`src/rtl/score_tick_timer_if.sv`:
```
// Round-timer bundle between the game side and the score tick timer.
// Latency: n/a (wires only).
// Backpressure: none; start/pause are levels, tick/time_up are single-cycle pulses.
//
// Signals:
//   slow_clk  toggling tick source from the score clock divider (async to clk)
//   start     level, (re)loads and runs the timer while high
//   pause     level, freezes the countdown while high
//   tick      one-cycle pulse per synchronised slow_clk rising edge
//   tens/ones BCD countdown digits
//   running   high while counting
//   done      high once the round has expired, until start or reset
//   time_up   one-cycle pulse on entry to the expired state
interface score_tick_timer_if;
    logic       slow_clk;
    logic       start;
    logic       pause;
    logic       tick;
    logic [3:0] tens;
    logic [3:0] ones;
    logic       running;
    logic       done;
    logic       time_up;

    // Game side: drives the controls, observes the timer.
    modport master (
        output slow_clk,
        output start,
        output pause,
        input  tick,
        input  tens,
        input  ones,
        input  running,
        input  done,
        input  time_up
    );

    // Timer side.
    modport slave (
        input  slow_clk,
        input  start,
        input  pause,
        output tick,
        output tens,
        output ones,
        output running,
        output done,
        output time_up
    );
endinterface

```
`src/rtl/score_tick_timer.sv`:
```
// Whack-a-mole round timer: synchronises slow_clk into clk, makes one tick per rising edge, runs a 2-digit BCD countdown.
// Latency: slow_clk rise sampled at edge N -> tick high after edge N+SYNC_STAGES -> digits update at edge N+SYNC_STAGES+1.
// Backpressure: none; start has priority over pause, which has priority over tick; ticks outside RUN are dropped.
//
// Ports:
//   clk    system clock (100 MHz)
//   reset  asynchronous, active-high; returns to IDLE with the initial digits loaded
//   tmr    score_tick_timer_if.slave: slow_clk/start/pause in; tick/tens/ones/running/done/time_up out
module score_tick_timer #(
    parameter logic [3:0] TENS_INIT   = 4'd6,
    parameter logic [3:0] ONES_INIT   = 4'd0,
    parameter int         SYNC_STAGES = 2
) (
    input  logic              clk,
    input  logic              reset,
    score_tick_timer_if.slave tmr
);

    typedef enum logic [1:0] {
        S_IDLE   = 2'd0,
        S_RUN    = 2'd1,
        S_PAUSED = 2'd2,
        S_DONE   = 2'd3
    } state_t;

    // Number of cycles after reset release during which the edge detector
    // output is ignored: the chain and history flop need that long to fill
    // with the real slow_clk level, otherwise a slow_clk that is already
    // high at release would look like a rising edge.
    localparam int PRIME_CYCLES = SYNC_STAGES + 1;
    localparam int PRIME_W      = $clog2(PRIME_CYCLES + 1);

    // A zero-length round never enters RUN: start goes straight to DONE.
    localparam logic ZERO_ROUND = (TENS_INIT == 4'd0) && (ONES_INIT == 4'd0);

    logic [SYNC_STAGES-1:0] sync_q;
    logic                   hist_q;
    logic [PRIME_W-1:0]     prime_cnt;
    logic                   primed;
    logic                   rise;
    state_t                 state;

    assign primed = (prime_cnt == PRIME_W'(PRIME_CYCLES));
    assign rise   = sync_q[SYNC_STAGES-1] & ~hist_q;

    // ------------------------------------------------------------------
    // slow_clk synchroniser, edge detector and tick register.
    // sync_q[0] is the metastability-catching stage; only the last stage
    // and the history flop feed logic.
    // ------------------------------------------------------------------
    always_ff @(posedge clk or posedge reset) begin
        if (reset) begin
            sync_q    <= '0;
            hist_q    <= 1'b0;
            prime_cnt <= '0;
            tmr.tick  <= 1'b0;
        end else begin
            sync_q   <= {sync_q[SYNC_STAGES-2:0], tmr.slow_clk};
            hist_q   <= sync_q[SYNC_STAGES-1];
            tmr.tick <= rise & primed;
            if (!primed) begin
                prime_cnt <= prime_cnt + 1'b1;
            end
        end
    end

    // ------------------------------------------------------------------
    // Round FSM with BCD countdown. running/done/time_up are registered
    // alongside the state so they change on the same edge as the state.
    // ------------------------------------------------------------------
    always_ff @(posedge clk or posedge reset) begin
        if (reset) begin
            state       <= S_IDLE;
            tmr.tens    <= TENS_INIT;
            tmr.ones    <= ONES_INIT;
            tmr.running <= 1'b0;
            tmr.done    <= 1'b0;
            tmr.time_up <= 1'b0;
        end else begin
            tmr.time_up <= 1'b0;

            if (tmr.start) begin
                // Reload from any state. Holding start keeps reloading, so
                // the count cannot advance until start drops.
                tmr.tens <= TENS_INIT;
                tmr.ones <= ONES_INIT;
                if (ZERO_ROUND) begin
                    state       <= S_DONE;
                    tmr.running <= 1'b0;
                    tmr.done    <= 1'b1;
                    // Pulse only on entry, not while already expired.
                    tmr.time_up <= (state != S_DONE);
                end else begin
                    state       <= S_RUN;
                    tmr.running <= 1'b1;
                    tmr.done    <= 1'b0;
                end
            end else begin
                case (state)
                    S_RUN: begin
                        if (tmr.pause) begin
                            // A tick coinciding with pause is dropped.
                            state       <= S_PAUSED;
                            tmr.running <= 1'b0;
                        end else if (tmr.tick) begin
                            if (tmr.tens == 4'd0 && tmr.ones == 4'd1) begin
                                // Final decrement and DONE entry on one edge.
                                tmr.ones    <= 4'd0;
                                state       <= S_DONE;
                                tmr.running <= 1'b0;
                                tmr.done    <= 1'b1;
                                tmr.time_up <= 1'b1;
                            end else if (tmr.ones == 4'd0) begin
                                // Borrow from tens; 00 is unreachable in RUN,
                                // the guard only keeps the digits in 0..9.
                                if (tmr.tens != 4'd0) begin
                                    tmr.ones <= 4'd9;
                                    tmr.tens <= tmr.tens - 4'd1;
                                end
                            end else begin
                                tmr.ones <= tmr.ones - 4'd1;
                            end
                        end
                    end

                    S_PAUSED: begin
                        if (!tmr.pause) begin
                            state       <= S_RUN;
                            tmr.running <= 1'b1;
                        end
                    end

                    S_IDLE, S_DONE: begin
                        // Hold until start.
                    end

                    default: begin
                        state       <= S_IDLE;
                        tmr.running <= 1'b0;
                        tmr.done    <= 1'b0;
                    end
                endcase
            end
        end
    end

    // A decrement at 00 would mean DONE was missed.
    a_no_decrement_at_zero : assert property (
        @(posedge clk) disable iff (reset)
        !(state == S_RUN && !tmr.start && !tmr.pause && tmr.tick &&
          tmr.tens == 4'd0 && tmr.ones == 4'd0)
    );

endmodule

```
`src/flat_wrapper.sv`:
```
// flat-port wrapper written by rule: the top's interface ports become plain ports
module score_tick_timer_flat 
#(
    parameter logic [3:0] TENS_INIT   = 4'd6,
    parameter logic [3:0] ONES_INIT   = 4'd0,
    parameter int         SYNC_STAGES = 2
)
  (clk, reset, tmr_slow_clk, tmr_start, tmr_pause, tmr_tick, tmr_tens, tmr_ones, tmr_running, tmr_done, tmr_time_up);
  score_tick_timer_if tmr_i ();
  input  logic clk;
  input  logic reset;
  input wire logic [$bits(tmr_i.slow_clk)-1:0] tmr_slow_clk;
  input wire logic [$bits(tmr_i.start)-1:0] tmr_start;
  input wire logic [$bits(tmr_i.pause)-1:0] tmr_pause;
  output wire logic [$bits(tmr_i.tick)-1:0] tmr_tick;
  output wire logic [$bits(tmr_i.tens)-1:0] tmr_tens;
  output wire logic [$bits(tmr_i.ones)-1:0] tmr_ones;
  output wire logic [$bits(tmr_i.running)-1:0] tmr_running;
  output wire logic [$bits(tmr_i.done)-1:0] tmr_done;
  output wire logic [$bits(tmr_i.time_up)-1:0] tmr_time_up;
  assign tmr_i.slow_clk = tmr_slow_clk;
  assign tmr_i.start = tmr_start;
  assign tmr_i.pause = tmr_pause;
  assign tmr_tick = tmr_i.tick;
  assign tmr_tens = tmr_i.tens;
  assign tmr_ones = tmr_i.ones;
  assign tmr_running = tmr_i.running;
  assign tmr_done = tmr_i.done;
  assign tmr_time_up = tmr_i.time_up;
  score_tick_timer #(.TENS_INIT(TENS_INIT), .ONES_INIT(ONES_INIT), .SYNC_STAGES(SYNC_STAGES)) u_core (.clk(clk), .reset(reset), .tmr(tmr_i));
endmodule
```
`config.mk`:
```
export PLATFORM = sky130hd
export DESIGN_NAME = score_tick_timer_flat
export DESIGN_NICKNAME = d
export VERILOG_FILES = /design/src/rtl/score_tick_timer_if.sv /design/src/rtl/score_tick_timer.sv /design/src/flat_wrapper.sv
export SDC_FILE = /design/constraint.sdc
export NUM_CORES = 1
export LEC_CHECK = 0
export BUFFER_PORTS_ARGS = -buffer_cell sky130_fd_sc_hd__buf_4
export CAP_MARGIN = 20
export CORE_MARGIN = 3
export CORE_UTILIZATION = 45
export CTS_CLUSTER_DIAMETER = 120
export DETAILED_ROUTE_END_ITERATION = 10
export PLACE_DENSITY_LB_ADDON = 0.3
export SLEW_MARGIN = 40
export SYNTH_ARGS = -nofsm -noshare
export SYNTH_HDL_FRONTEND = slang
export SYNTH_SLANG_ARGS = --single-unit
```
`constraint.sdc`:
```
create_clock -name clk -period 1.8 [get_ports clk]
set_input_delay 0.54 -clock clk [delete_from_list [all_inputs] [get_ports clk]]
set_output_delay 0.54 -clock clk [all_outputs]
set_load 0.02 [all_outputs]
```
==> results of run 1 <==
where the power goes:
| part | switching, mW | internal (mW) |
|---|---|---|
| clock | 0.135 | 0.0827 |
| sequential | 0.0155 | 0.443 |
| combinational | 0.0538 | 0.0501 |
| total | 0.204 | 0.576 |
area by class of cell:
cell class	instances	area [um2]	area share, %
sequential	19	479	41.1
inverter	6	22.5	1.93
timing repair buffer	25	188	16.1
tap	25	31.3	2.68
clock buffer	3	22.5	1.93
multi-input combinational	54	419	35.9
clock inverter	1	5.00	0.429
path summary, 6_finish.rpt:
check / depth (start not counted) / slack [ps] / endpoint
max: 6 / 50 / u_core.tmr.tens[0]
min: 3 / 240 / u_core.tmr.tens[3]
max reg2reg: 6 / 50 / u_core.tmr.tens[0]
min reg2reg: 0 / 370 / u_core.sync_q[1]
max in group asynchronous: 3 / 1300 / u_core.tmr.tens[1]
min in group clk: 1 / 340 / u_core.sync_q[0]
cell usage in the layout, fill, tap and decap left out, types with 2 or more instances in the layout:
cell and instances:
buf_4 25, dfrtp_1 16, inv_1 6, nor2_1 6
a21oi_1 5, nor2b_1 5, mux2_2 3, ha_1 3
clkbuf_4 3, nor4_1 2, nor4b_1 2, o31ai_1 2
nor3_1 2, mux2i_1 2, dfstp_2 2
metal layers:
layer / vias to the layer above / routed length [um] / track usage (%)
met1: 339 / 825 / 19.2
met5: - / 0 / 0
met4: 0 / 24 / 6.55
met3: 4 / 67 / 3.44
li1: 348 / - / -
met2: 14 / 910 / 26.7
logic make-up (layout without fill, tap and decap cells):
family	after synthesis	in the layout	share of synthesized area [%]
flops	19	19	51.1
fa+ha+maj	4	4	5.08
simple gates	30	30	21.4
xor+xnor	1	1	0.936
buf+inv	9	35	5.88
compound gates	14	14	9.89
mux	5	5	5.75
cells in the mapped netlist:
master / number / area, um2
or4_1: 1 / 7.51
o21a_1: 1 / 7.51
nand4b_1: 1 / 8.76
nor4b_1: 2 / 17.5
a31oi_1: 1 / 6.26
buf_4: 1 / 7.51
dfstp_2: 2 / 52.6
ha_1: 3 / 37.5
inv_1: 6 / 22.5
dfrtp_1: 17 / 425
nor2_1: 6 / 22.5
nand3_1: 1 / 5.00
nor3_1: 2 / 10.0
a211oi_1: 1 / 7.51
nand2_1: 1 / 3.75
a2111o_1: 1 / 11.3
clkbuf_8: 1 / 13.8
o31ai_1: 2 / 15.0
a211o_2: 1 / 10.0
nor4bb_1: 1 / 10.0
o21ai_0: 1 / 5.00
or3_1: 1 / 6.26
mux2i_1: 2 / 20.0
or4_4: 1 / 11.3
xnor2_1: 1 / 8.76
or4_2: 1 / 8.76
and3b_1: 1 / 8.76
nor4_1: 3 / 18.8
or2_2: 1 / 6.26
buf_6: 1 / 11.3
a21oi_1: 6 / 30.0
mux2_2: 3 / 33.8
nor2b_1: 5 / 31.3
nor3b_2: 1 / 12.5
nand4bb_1: 1 / 11.3
maj3_1: 1 / 10.0
registers in the layout, summed over array words and instances, names as in the netlist, 2 cells and up:
register	count
u_core.prime_cnt	2
u_core.state	2
u_core.tmr.ones	4
u_core.tmr.tens	4
u_core.sync_q	2
critical path, cell delays in order (launching register included):
cell and delay [ps]:
dfstp_2 570, inv_1 60, ha_1 180, nor3b_4 170, buf_4 150, or4_1 420
a21oi_2 140
through the flow:
step | worst slack, ps | cells | power (mW)
after global placement | -6.60 | 129 | 0.566
after CTS | 26.1 | 133 | 0.790
after detailed placement | -20.9 | 129 | 0.569
after global routing | -3.94 | 133 | 0.820
after floorplan | 36.9 | 82 | 0.529
final | 52.8 | 133 | 0.780
==> results.md, run 1 <==
* Outcome: completed
* Share of layout cells above drive strength 1 at 38.9%
* Pleak at 0.515 nW
* Die X at 51.6 um
* WL per Instance at 13.7 um
* CP Data Required Time at 2040 ps
* Vias in the first global route at 701
* Crit start category: flip-flop
* Gates resized, CTS repair at 0
* Worst-path clk slew at 110 ps
* Htree depth at 1
* Relative max-transition margin at 72.3%
* Initial drt markers at 8
* Final setup vio count at 0
* Crit path kind: flip-flop to flip-flop
* Post-Syn Area per Cell at 11.4 um2
* Post-synth cell types at 36
* Type of the worst min-delay path: primary input to asynchronous set/reset pin
* Vias at 705
* Cts bufs inserted at 3
* Final Wtd Congestion at 0.772
* Arrival @ worst endpoint at 1980 ps
* Die Y at 51.6 um
* Routed vias/inst at 5.30
* PwrDens at 668 nW/um2
* Sequential share of the synthesized area at 51.1%
* Core area at 1840 um2
* CTS tree: built
* Critical Path Start: u_core.tmr.tens[1]
* Max Cap Viol at 0
* Yosys reg bits at 19
* Final min period at 1750 ps
* Cts hold-fix bufs at 0
* Port buffer count at 16
* N_diodes at 0
* Postcts setup bufs at 0
* Area grow syn2layout at 24.7%
* YS warnings at 0
* GRT overflow at 0
* Pin count of the biggest net entering global routing at 20
* DPL Wire Length at 1280 um
* Period utilization at 97.1%
* Final nets at 117
* Max Freq at 572 MHz
* Syn Std Cell Area at 936 um2
* Slew @ Worst Pin at 410 ps
* Fin util at 63.5%
* Worst skew pair latency at 300 ps
* Post-Syn Instances at 82
* Clock sinks at 19
* FF-to-FF Start: u_core.tmr.tens[1]
* Peak VDD IR at 0.371 mV
* Final Max Slew Viols at 0
* Final Hold Viols at 0
* Worst Skew at 5.43 ps
* Total Routing Usage GR at 15.8%
* Clk root buf: clkbuf_4
* Remaining antenna violation count at 0
* Syn nets at 90
* Max Fanout on Critical Path at 5
* Initial Util at 50.9%
* Placement Cell Area at 1130 um2
* First-pass GRT wire length at 3040 um
* Final hold slack at 243 ps
* Final WL at 1830 um
* Top Ports at 17
* Die Area at 2660 um2
* Max clock buf depth at 2
* Crit. End Element: flip-flop
* Filler Cells Inserted at 169
* Setup tns final at 0 ps
* DRT Pass-1 Iters at 2
* # rows at 15
* Initial antenna violation count at 0
* Fin area at 1170 um2
* Drt drc at 0
Note: power is estimated with default switching activity, not from simulation.
==> run 2: changes to the inputs <==
- CORE_UTILIZATION: 45 -> 50
- clock period: 1.8 -> 2 ns (I/O delays scaled with it)
==> results.md, run 2 (synthesis gave the netlist of run 1 again) <==
* Slew @ Worst Pin at 379 ps (was 410 ps)
* Max Fanout on Critical Path at 9 (was 5)
* Placed insts at 126 (was 129)
* Arrival @ worst endpoint at 1960 ps (was 1980 ps)
* Max incr delay on CP at 440 ps (was 570 ps)
* CTS tree: built (unchanged)
* Pleak at 0.502 nW (was 0.515 nW)
* Reg2reg path depth at 5 (was 6)
* FF-to-FF Start: u_core.tmr.tens[0] (was u_core.tmr.tens[1])
* DRT Pass-1 Iters at 4 (was 2)
* Final Hold Viols at 0 (unchanged)
* DPL Wire Length at 1150 um (was 1280 um)
* Port buffer count at 16 (unchanged)
* Regs by FF count: u_core.tmr.ones x4, u_core.tmr.tens x4 (unchanged)
* CP max-delay cell: dfrtp_1 (was dfstp_2)
* Share of layout cells above drive strength 1 at 34.3% (was 38.9%)
* Pin count of the biggest net entering global routing at 20 (unchanged)
* Die Area at 2430 um2 (was 2660 um2)
* Initial drt markers at 12 (was 8)
* GRT overflow at 0 (unchanged)
* Setup tns final at 0 ps (unchanged)
* Uppermost routed layer: met4 (unchanged)
* Clk root buf: clkbuf_4 (unchanged)
* Crit path kind: flip-flop to flip-flop (unchanged)
* Crit-path cells: inv_1 -> ha_1 -> nor3b_4 -> a31oi_1 -> a2111o_1 (was inv_1 -> ha_1 -> nor3b_4 -> buf_4 -> or4_1 -> a21oi_2)
* Final min period at 1770 ps (was 1750 ps)
* PwrDens at 609 nW/um2 (was 668 nW/um2)
* Final setup vio count at 0 (unchanged)
* Remaining antenna violation count at 0 (unchanged)
* # rows at 15 (unchanged)
* Cts bufs inserted at 3 (unchanged)
* Period utilization at 88.6% (was 97.1%)
* Worst skew pair latency at 290 ps (was 300 ps)
* Peak VDD IR at 0.413 mV (was 0.371 mV)
* Drt drc at 0 (unchanged)
* Initial antenna violation count at 0 (unchanged)
* First-pass GRT wire length at 2780 um (was 3040 um)
* Initial Util at 53.6% (was 50.9%)
* Vias in the first global route at 666 (was 701)
* Routed met3 length at 79 um (was 67 um)
* Max clock buf depth at 2 (unchanged)
* Final WL at 1600 um (was 1830 um)
* Fin cells at 130 (was 133)
* Worst-path clk slew at 110 ps (about the same)
* R2R Path End: u_core.tmr.running (was u_core.tmr.tens[0])
* Total Routing Usage GR at 14.6% (was 15.8%)
* Clock sinks at 19 (unchanged)
* Outcome: completed (unchanged)
* Max Cap Viol at 0 (unchanged)
* N_diodes at 0 (unchanged)
* WL met2 at 742 um (was 910 um)
* Vias at 691 (was 705)
* Most frequent cells in the layout: buf_4 (22), dfrtp_1 (17), a21oi_1 (6), inv_1 (6), nor2_1 (6) (was buf_4 (25), dfrtp_1 (16), inv_1 (6), nor2_1 (6))
* Die X at 49.3 um (was 51.6 um)
* Core area at 1750 um2 (was 1840 um2)
* RSZ-0062 raised after global routing: false
* Crit start category: flip-flop (unchanged)
* Final Max Slew Viols at 0 (unchanged)
* Top Ports at 17 (unchanged)
* Most common cell after layout, fill and taps aside: buf_4 (unchanged)
* Relative max-transition margin at 74.4% (was 72.3%)
* WL per Instance at 12.3 um (was 13.7 um)
* Die Y at 49.3 um (was 51.6 um)
* Worst Skew at 1.97 ps (was 5.43 ps)
* Routed vias/inst at 5.32 (was 5.30)
* CP Data Required Time at 2180 ps (was 2040 ps)
* Final Wtd Congestion at 0.740 (was 0.772)
* Htree depth at 1 (unchanged)
* Final nets at 114 (was 117)
* Reg2Reg Setup Slack at 230 ps (was 50 ps)
* Crit. End Element: flip-flop (unchanged)
* Area grow syn2layout at 21.1% (was 24.7%)
* Type of the worst min-delay path: primary input to asynchronous set/reset pin (unchanged)
* Max Freq at 564 MHz (was 572 MHz)
* Cts hold-fix bufs at 0 (unchanged)
* Met1 wire length at 760 um (was 825 um)
==> run 2: cell count changes in the layout (fill, tap and decap cells not counted), sizes merged <==
cell	before	now
buf	25	22
==> run 2: power by group <==
| group | internal [mW] | switching [mW] | total [mW] |
|---|---|---|---|
| combinational | 0.0429 | 0.0460 | 0.0889 |
| sequential | 0.398 | 0.0135 | 0.412 |
| clock | 0.0743 | 0.115 | 0.190 |
==> run 2: how the worst max path moves through the flow <==
stage	startpoint	to	slack, ps	cells after the start
6_report	u_core.tmr.tens[0]	u_core.tmr.running	230	5
5_1_grt	u_core.tmr.tens[0]	u_core.tmr.running	130	5
4_1_cts	u_core.tmr.tens[0]	u_core.tmr.running	140	5
3_5_place_dp	tmr_pause	u_core.tmr.ones[1]	120	5
3_3_place_gp	tmr_pause	u_core.tmr.ones[1]	140	5
2_1_floorplan	u_core.tmr.ones[0]	u_core.tmr.tens[3]	90	4
==> run 2: worst max-delay path, delay by kind of cell, from the launching register on <==
kind                       cells  cell delay [ps]
DFF                            1              440
AOI/OAI and AO/OA              2              610
adders and majority gates      1              150
and+or+nand+nor                1              350
buffers and inverters          1              100
==> run 2: repair_timing <==
action                     4_1_cts  5_1_grt
setup endpoints to repair        0        1
resized for setup                0        1
setup buffers                    0        0
==> run 2: layout make-up <==
class | count | area [um2]
Fill cell | 146 | 612
Sequential cell | 19 | 478
Multi-Input combinational cell | 54 | 409
Timing Repair Buffer | 22 | 165
Tap cell | 25 | 31.3
Clock buffer | 3 | 22.5
Inverter | 6 | 22.5
Clock inverter | 1 | 5.00
==> run 2: metal layers <==
metal / vias up / track usage, %
met3: 2 / 3.06
li1: 343 / -
met5: - / 0
met1: 330 / 18.8
met2: 16 / 22.8
met4: 0 / 7.58
==> run 2: through the flow <==
step | hold WS, ps | instance area [um2] | setup slack [ps] | power (mW) | util, %
floorplan | 331 | 936 | 92.7 | 0.475 | -
global placement | 334 | 1100 | 135 | 0.506 | 63.0
detailed placement | 337 | 1100 | 121 | 0.508 | 63.0
CTS | 322 | 1130 | 137 | 0.698 | 64.6
global route | 323 | 1130 | 128 | 0.728 | 64.9
finish | 318 | 1130 | 227 | 0.690 | 64.9
